[config.mk]
export PLATFORM = sky130hd
export DESIGN_NAME = stream_demux4
export DESIGN_NICKNAME = d
export VERILOG_FILES = /design/src/rtl/stream_demux4_pkg.sv /design/src/rtl/stream_slice.sv /design/src/rtl/stream_demux4.sv
export SDC_FILE = /design/constraint.sdc
export NUM_CORES = 1
export LEC_CHECK = 0
export BUFFER_PORTS_ARGS = -buffer_cell sky130_fd_sc_hd__buf_2
export CAP_MARGIN = 15
export CORE_ASPECT_RATIO = 1.25
export CORE_MARGIN = 10
export CORE_UTILIZATION = 26
export DETAILED_ROUTE_END_ITERATION = 16
export SLEW_MARGIN = 20
export SYNTH_ARGS = -nofsm -noshare
export SYNTH_HDL_FRONTEND = slang
export SYNTH_HIERARCHICAL = 1
export SYNTH_SLANG_ARGS = --single-unit
[constraint.sdc]
create_clock -name clk -period 2.39 [get_ports clk]
set_clock_uncertainty 0.05 [all_clocks]
set_input_delay 0.478 -clock clk [delete_from_list [all_inputs] [get_ports clk]]
set_output_delay 0.478 -clock clk [all_outputs]
set_load 0.02 [all_outputs]
[src/rtl/stream_demux4_pkg.sv]
// Shared constants and FSM state type for the 1:4 packet demultiplexer.
package stream_demux4_pkg;
    localparam int NUM_CH = 4;
    localparam int SEL_W  = 2;

    typedef enum logic {
        IDLE   = 1'b0,
        LOCKED = 1'b1
    } state_t;
endpackage

[src/rtl/stream_slice.sv]
// One-entry output register slice: loads a beat, holds it stable until drained.
module stream_slice #(
    parameter int DATA_W = 8
) (
    input  logic              clk,
    input  logic              rst_n,
    input  logic              i_load,
    input  logic [DATA_W-1:0] i_data,
    input  logic              i_last,
    input  logic              i_ready,
    output logic              o_valid,
    output logic [DATA_W-1:0] o_data,
    output logic              o_last
);
    logic              r_valid;
    logic [DATA_W-1:0] r_data;
    logic              r_last;

    // A load wins over a drain, so drain+load in one cycle keeps the slice full.
    always_ff @(posedge clk) begin
        if (!rst_n) begin
            r_valid <= 1'b0;
            r_data  <= '0;
            r_last  <= 1'b0;
        end else if (i_load) begin
            r_valid <= 1'b1;
            r_data  <= i_data;
            r_last  <= i_last;
        end else if (r_valid && i_ready) begin
            r_valid <= 1'b0;
        end
    end

    assign o_valid = r_valid;
    assign o_data  = r_data;
    assign o_last  = r_last;
endmodule

[src/rtl/stream_demux4.sv]
// Packet-aware 1:4 valid/ready demultiplexer with per-channel delivered-packet counters.
module stream_demux4
    import stream_demux4_pkg::*;
#(
    parameter int DATA_W = 8,
    parameter int CNT_W  = 8
) (
    input  logic                     clk,
    input  logic                     rst_n,
    input  logic [DATA_W-1:0]        in_data,
    input  logic                     in_last,
    input  logic [SEL_W-1:0]         in_sel,
    input  logic                     in_valid,
    output logic                     in_ready,
    output logic [NUM_CH*DATA_W-1:0] out_data,
    output logic [NUM_CH-1:0]        out_last,
    output logic [NUM_CH-1:0]        out_valid,
    input  logic [NUM_CH-1:0]        out_ready,
    output logic [NUM_CH*CNT_W-1:0]  pkt_cnt,
    output logic                     busy
);
    state_t             r_state;
    logic [SEL_W-1:0]   r_lock_sel;
    logic [SEL_W-1:0]   w_route;
    logic               w_accept;
    logic [NUM_CH-1:0]  w_load;

    // in_sel only matters on a packet's first beat; later beats follow the lock.
    assign w_route  = (r_state == LOCKED) ? r_lock_sel : in_sel;
    assign in_ready = ~out_valid[w_route] | out_ready[w_route];
    assign w_accept = in_valid & in_ready;
    assign busy     = (r_state == LOCKED);

    always_ff @(posedge clk) begin
        if (!rst_n) begin
            r_state    <= IDLE;
            r_lock_sel <= '0;
        end else if (w_accept) begin
            case (r_state)
                IDLE: begin
                    if (!in_last) begin
                        r_state    <= LOCKED;
                        r_lock_sel <= in_sel;
                    end
                end
                LOCKED: begin
                    if (in_last) begin
                        r_state <= IDLE;
                    end
                end
                default: r_state <= IDLE;
            endcase
        end
    end

    generate
        for (genvar gi = 0; gi < NUM_CH; gi++) begin : gen_ch
            logic [CNT_W-1:0] r_cnt;

            assign w_load[gi] = w_accept & (w_route == SEL_W'(gi));

            stream_slice #(
                .DATA_W(DATA_W)
            ) u_slice (
                .clk    (clk),
                .rst_n  (rst_n),
                .i_load (w_load[gi]),
                .i_data (in_data),
                .i_last (in_last),
                .i_ready(out_ready[gi]),
                .o_valid(out_valid[gi]),
                .o_data (out_data[gi*DATA_W +: DATA_W]),
                .o_last (out_last[gi])
            );

            // Counts packets as their last beat leaves the slice; wraps freely.
            always_ff @(posedge clk) begin
                if (!rst_n) begin
                    r_cnt <= '0;
                end else if (out_valid[gi] && out_ready[gi] && out_last[gi]) begin
                    r_cnt <= r_cnt + CNT_W'(1);
                end
            end

            assign pkt_cnt[gi*CNT_W +: CNT_W] = r_cnt;
        end
    endgenerate
endmodule

==> metrics.md, run 1 <==
| Metric | Value |
|---|---|
| DP HPWL | 6.033 mm |
| Initial Utilization | between 20% and 30% |
| Worst-skew pair later-pin latency | 330 ps |
| Upper clock frequency limit | approximately 450 MHz |
| Comb power frac | ~7.9% |
| Setup Buffers After CTS | 0 |
| Post-synth top area cell | dfxtp_1 |
| Largest net degree at the start of global routing | 41 |
| Fillers | between 1,000 and 1,500 |
| Port bufs | 91 |
| Worst-path fanout max | 5 |
| Via Count | 2,370 |
| DRT Pass-1 Iters | 3 |
| ANT cells | 0 |
| DR iter-0 viols | 91 |
| Final min period | between 2000 and 2500 ps |
| Maximum clock path buffer count | 2 |
| Syn Area/Cell | 10.38 µm² |
| Overall Power | 3137 µW |
| #FFs+latches synth | 75 |
| Routability cong. | 0.7424 |
| CORE AREA | 11,670 µm² |
| Maxcap violations | 0 |
| DR vias/cell | 4.180 |
| TNS Setup | 0 ps |
| CTS clk-pin slew, worst paths | roughly 60 ps |
| Max_slew headroom | 60.68% |
| Routed WL | 7.894 mm |
| Reg power frac | 41.6% |
| Area growth, synth to finish | 32.57% |
| Number of synthesis warnings | 6 |
| Avg WL per Cell | 13.92 µm |
| Most frequent cells in the layout | 91 x buf_2, 74 x dfxtp_1, 41 x mux2i_1, 41 x nor2b_1, 28 x and2_1 |
| Slowest cell on crit path | dfxtp_2 |
| Congestion Overflow GR | 0 |
| Htree depth | 3 |
| Hold-fix buffers, CTS | 0 |
| Layout cell share with drive strength beyond 1 | 29.06% |
| Nets | between 400 and 500 |
| LEAKAGE | roughly 0.0018 µW |
| CP max stage delay | slightly below 400 ps |
| Final Setup Violations | 0 |
| CTS Sinks | 75 |
| Final Slew Violations | 0 |
| Die Height | 142.5 µm |
| Die X | 118.0 µm |
| Worst-Margin Slew | 589.9 ps |
| Reg-to-Reg End | gen_ch[3].u_slice/o_data[1] |
| Vias in the first global route | 2,471 |
| Hold violation count in the final report | 0 |
| Arrival @ worst endpoint | 1720 ps |
| Pwr/cell area | 757.6 nW/µm² |
| Synth Instances | 301 |
| Number of routed nets with antenna violations | 0 |
| TritonCTS clock tree | built |
| Post-route DRC | 0 |
| Clk pwr share | between 50 and 60% |
| FF-to-FF Start | busy |
| CTS buffer count | 9 |
| RSZ-0062 raised after global routing | false |
| VDD IR-drop max | ~0.00038 V |
| Placed Cells | 552 |
| Tot GR Track Use | about 10% |
| Worst setup path end | in_ready |
| Row count | 44 |
| Critical setup path kind | reg -> out |
| R2R setup slack | 500 ps |
| Die Area | 16,820 µm² |
| Endpoint class of the critical path | output pin |
| Nature of the critical path startpoint | flip-flop |
| Fin crit share | 93.99% |
| Type of the worst min-delay path | in -> reg |
| Run status | finished clean |
| WP data required | approximately 1900 ps |
| Fin cells | 567 |
| Clk root buf | clkbuf_16 |
| Area contributors post-synth | dfxtp_1 48%, mux2i_1 13%, nor2b_1 8.2% |
| Yosys cell types | 26 |
| Sw power | 678.8 µW |
| Commonest non-fill, non-tap cell in the layout | buf_2 |
| Register-to-Register Path Depth | 7 |
| Worst setup startpoint | busy |
| Crit path cell chain | mux2i_2 -> nor3b_1 -> a311o_1 -> nand2_1 -> buf_2 |
| Seq/Total Area, Yosys | between 40% and 50% |
| Initial antenna violation count | 0 |
| IO Count | 92 |
| Synthesized Nets | about 320 |
| Cell area after synthesis | 3123 µm² |
| Int Power | 2458 µW |
| Global-route wire length before repair | 13.08 mm |
| Hold WS | 362.2 ps |
| Share of the synthesized area in the top cell type | 48.08% |
| Sw Share | 21.64% |
[worst min-delay path by stage]
stage | from | endpoint | slack (ps) | depth (start not counted)
after floorplan | r_lock_sel[0] | r_lock_sel[0] | 380 | 2
after global placement | r_lock_sel[0] | r_lock_sel[0] | 390 | 2
after detailed placement | r_lock_sel[0] | r_lock_sel[0] | 410 | 2
after CTS | in_sel[0] | r_lock_sel[0] | 350 | 3
after global routing | in_sel[1] | r_lock_sel[1] | 360 | 3
final | in_sel[0] | r_lock_sel[0] | 360 | 3
[through the flow]
stage	instance area [µm²]	setup WS [ps]	util, %
CTS	4139	36.01	35.46
global route	4140	39.62	35.47
floorplan	3123	338.3	-
detailed placement	3789	331.0	32.46
global placement	3789	346.6	32.46
finish	4140	143.7	35.47
[cell type report]
cell class,instances,area [µm²],area share [%]
multi-input cells,215,1550,37.44
flip-flops and latches,75,1503,36.29
repair buffers,99,528.0,12.75
clock buffers,11,252.7,6.105
well taps,161,201.4,4.866
clock inverters,4,97.59,2.357
inverters,2,7.507,0.1813
[Yosys cell counts]
master	number
ha_1	4
xnor2_1	23
nor2_1	8
clkbuf_1	5
nand4_1	8
o311ai_2	1
mux2i_1	41
and4_1	1
buf_6	4
and3_1	8
a21boi_1	1
mux2i_2	1
nor3b_1	1
and2_1	28
o21a_1	4
nand3b_1	1
a21oi_2	1
nand2b_1	2
a21boi_0	3
nor2b_1	41
xor2_1	5
inv_1	2
a311o_1	1
nand3_1	14
nand2_1	18
dfxtp_1	75
[sequential cells by signal, summed over array words and instances, names as in the netlist]
register / cells
gen_ch.u_slice/o_data: 32
r_lock_sel: 2
busy: 1
gen_ch.r_cnt: 32
gen_ch.u_slice/o_last: 4
gen_ch.u_slice/o_valid: 4
[cell families after synthesis]
logic type | Yosys count | synth area share (%)
buf+inv | 11 | 2.284
simple gates | 130 | 23.56
flops | 75 | 48.08
xor+xnor | 28 | 7.852
fa+ha+maj | 4 | 1.603
mux | 42 | 13.58
compound gates | 11 | 3.045
[power by group through the flow]
| stage | Clock (µW) | Combinational, µW | Sequential (µW) |
|---|---|---|---|
| 2_1_floorplan | 0 | 116 | 1370 |
| 3_3_place_gp | 0 | 248 | 1330 |
| 3_5_place_dp | 0 | 253 | 1330 |
| 4_1_cts | 1640 | 253 | 1300 |
| 5_1_grt | 1690 | 274 | 1310 |
| 6_report | 1590 | 247 | 1300 |
[repair_timing]
action                     4_1_cts  5_1_grt
setup endpoints to repair        0        1
resized for setup                0        1
hold endpoints to repair         0        0
[worst max-delay path: cells and delay by family (launching register included)]
| family | cells | cell delay [ps] |
|---|---|---|
| flops | 1 | 390 |
| simple gates | 2 | 170 |
| buf+inv | 1 | 180 |
| compound gates | 1 | 390 |
| mux | 1 | 250 |
[routing by layer]
layer	track usage (%)	wire length [µm]
met5	0	0
met4	3.716	112
met3	5.359	720
met2	15.87	3669
met1	10.44	3392
Power figures use the tool's default switching activity.
==> run 2, diff against run 1 <==
- RECOVER_POWER: not set -> 25
- clock period: 2.39 -> 1.85 ns (I/O delays scaled with it)
==> metrics.md, run 2 (synthesis results as in run 1) <==
| Metric | Value |
|---|---|
| Pwr/cell area | 914.0 nW/µm² |
| Nets | 433 |
| Run status | complete, but fails checks |
| Final Slew Violations | 0 |
| Die Height | 142.5 µm |
| Initial antenna violation count | 0 |
| Worst-path fanout max | 4 |
| CP max stage delay | 380 ps |
| Die Area | around 17,000 µm² |
| Worst-Margin Slew | about 460 ps |
| HP Start | in_sel[1] |
| Upper clock frequency limit | between 400 and 500 MHz |
| Type of the worst min-delay path | in -> reg |
| Congestion Overflow GR | 0 |
| Clk root buf | clkbuf_16 |
| Hold violation count in the final report | 0 |
| DP HPWL | 6.134 mm |
| Most frequent cells in the layout | 77 x buf_2, 74 x dfxtp_1, 41 x nor2b_1 |
| Htree depth | 3 |
| Failing checks | negative setup slack |
| Most frequent CP cell | buf_6 |
| TNS Setup | -172.2 ps |
| VDD IR-drop max | 0.0003951 V |
| Fin cells | 577 |
| CTS clk-pin slew, worst paths | 60 ps |
| DR vias/cell | 4.237 |
| RSZ-0062 raised after global routing | true |
| Post-route DRC | 0 |
| CORE AREA | about 12,000 µm² |
| TritonCTS clock tree | built |
| Via Count | about 2,400 |
| Maximum clock path buffer count | 2 |
| Vias in the first global route | roughly 2,600 |
| IO Count | 92 |
| Worst setup startpoint | busy |
| Routability cong. | 0.7990 |
| Avg WL per Cell | 14.16 µm |
| Maxcap violations | 0 |
| Post-place setup slack | -150.2 ps |
| Fin crit share | 109.0% |
| ANT cells | 0 |
| Slowest cell on crit path | a311o_1 |
| Endpoint class of the critical path | output pin |
| Initial Utilization | 26.76% |
| Routed WL | 8.171 mm |
| Area growth, synth to finish | 36.98% |
| Max_slew headroom | roughly 70% |
| Crit path cell chain | buf_6 -> mux2i_4 -> a311o_1 -> nand2_1 -> buf_6 |
| Critical setup path kind | reg -> out |
| Placed Cells | 557 |
| Final worst slack | -165.8 ps |
| Number of routed nets with antenna violations | 0 |
| Die X | ~120 µm |
| Final Setup Violations | 2 |
| Tot GR Track Use | 9.739% |
| Worst-skew pair later-pin latency | 330 ps |
| LEAKAGE | approximately 0.0018 µW |
| Largest net degree at the start of global routing | 29 |
| Arrival @ worst endpoint | 1600 ps |
| Overall Power | around 4000 µW |
| Commonest non-fill, non-tap cell in the layout | buf_2 |
| Hold WS | 274.8 ps |
| CTS Sinks | 75 |
| DRT Pass-1 Iters | 4 |
| FF-to-FF Start | busy |
| Layout cell share with drive strength beyond 1 | between 20% and 30% |
| Nature of the critical path startpoint | flip-flop |
| Final min period | 2016 ps |
| WP data required | 1430 ps |
| Row count | 44 |
| Hold-fix buffers, CTS | 0 |
| Port bufs | between 90 and 100 |
| CTS buffer count | 9 |
| Global-route wire length before repair | 13.19 mm |
| DR iter-0 viols | 67 |
==> run 2: repair_timing <==
item	in CTS	in global routing
resized for setup	9	8
buffers inserted	2	2
pin swaps	1	3
setup endpoints to repair	27	37
==> run 2: final cells by class <==
| type | count | area (µm²) |
|---|---|---|
| tap | 161 | 201.4 |
| sequential | 75 | 1505 |
| timing repair buffer | 108 | 634.4 |
| multi-input combinational | 215 | 1610 |
| clock inverter | 6 | 68.82 |
| clock buffer | 10 | 250.2 |
| fill | 1225 | 7393 |
| inverter | 2 | 7.507 |
==> run 2: layer usage <==
metal / vias to the layer above / wire, µm / global-route usage, %
li1: 1232 / - / -
met1: 1130 / 3518 / 10.91
met2: 71 / 3869 / 15.84
met3: 12 / 609 / 4.486
met4: 0 / 173 / 3.846
met5: - / 0 / 0
==> run 2: final timing paths <==
path | endpoint | slack (ps) | cells after the start
max | in_ready | -170 | 5
max reg2reg | gen_ch[1].u_slice/o_data[1] | -10 | 7
min reg2reg | r_lock_sel[0] | 450 | 2
min | r_lock_sel[1] | 270 | 3
==> run 2: power by group <==
| group | switching [µW] | leakage, µW | internal (µW) |
|---|---|---|---|
| logic | 208 | 0.00103 | 173 |
| registers | 28.5 | 0.000608 | 1660 |
| clock network | 708 | 0.000155 | 1140 |
| total | 945 | 0.00179 | 2970 |
==> run 2: worst max-delay path, delay by kind of cell, from the launching register on <==
family / cells / cell delay [ps]
buf+inv: 2 / 240
compound gates: 1 / 380
flops: 1 / 360
mux: 1 / 180
simple gates: 1 / 100
==> run 2: metrics by stage <==
stage / cell area [µm²] / util, %
floorplan: 3136 / -
global placement: 3876 / 33.21
detailed placement: 3876 / 33.21
CTS: 4249 / 36.41
global route: 4278 / 36.65
finish: 4278 / 36.65
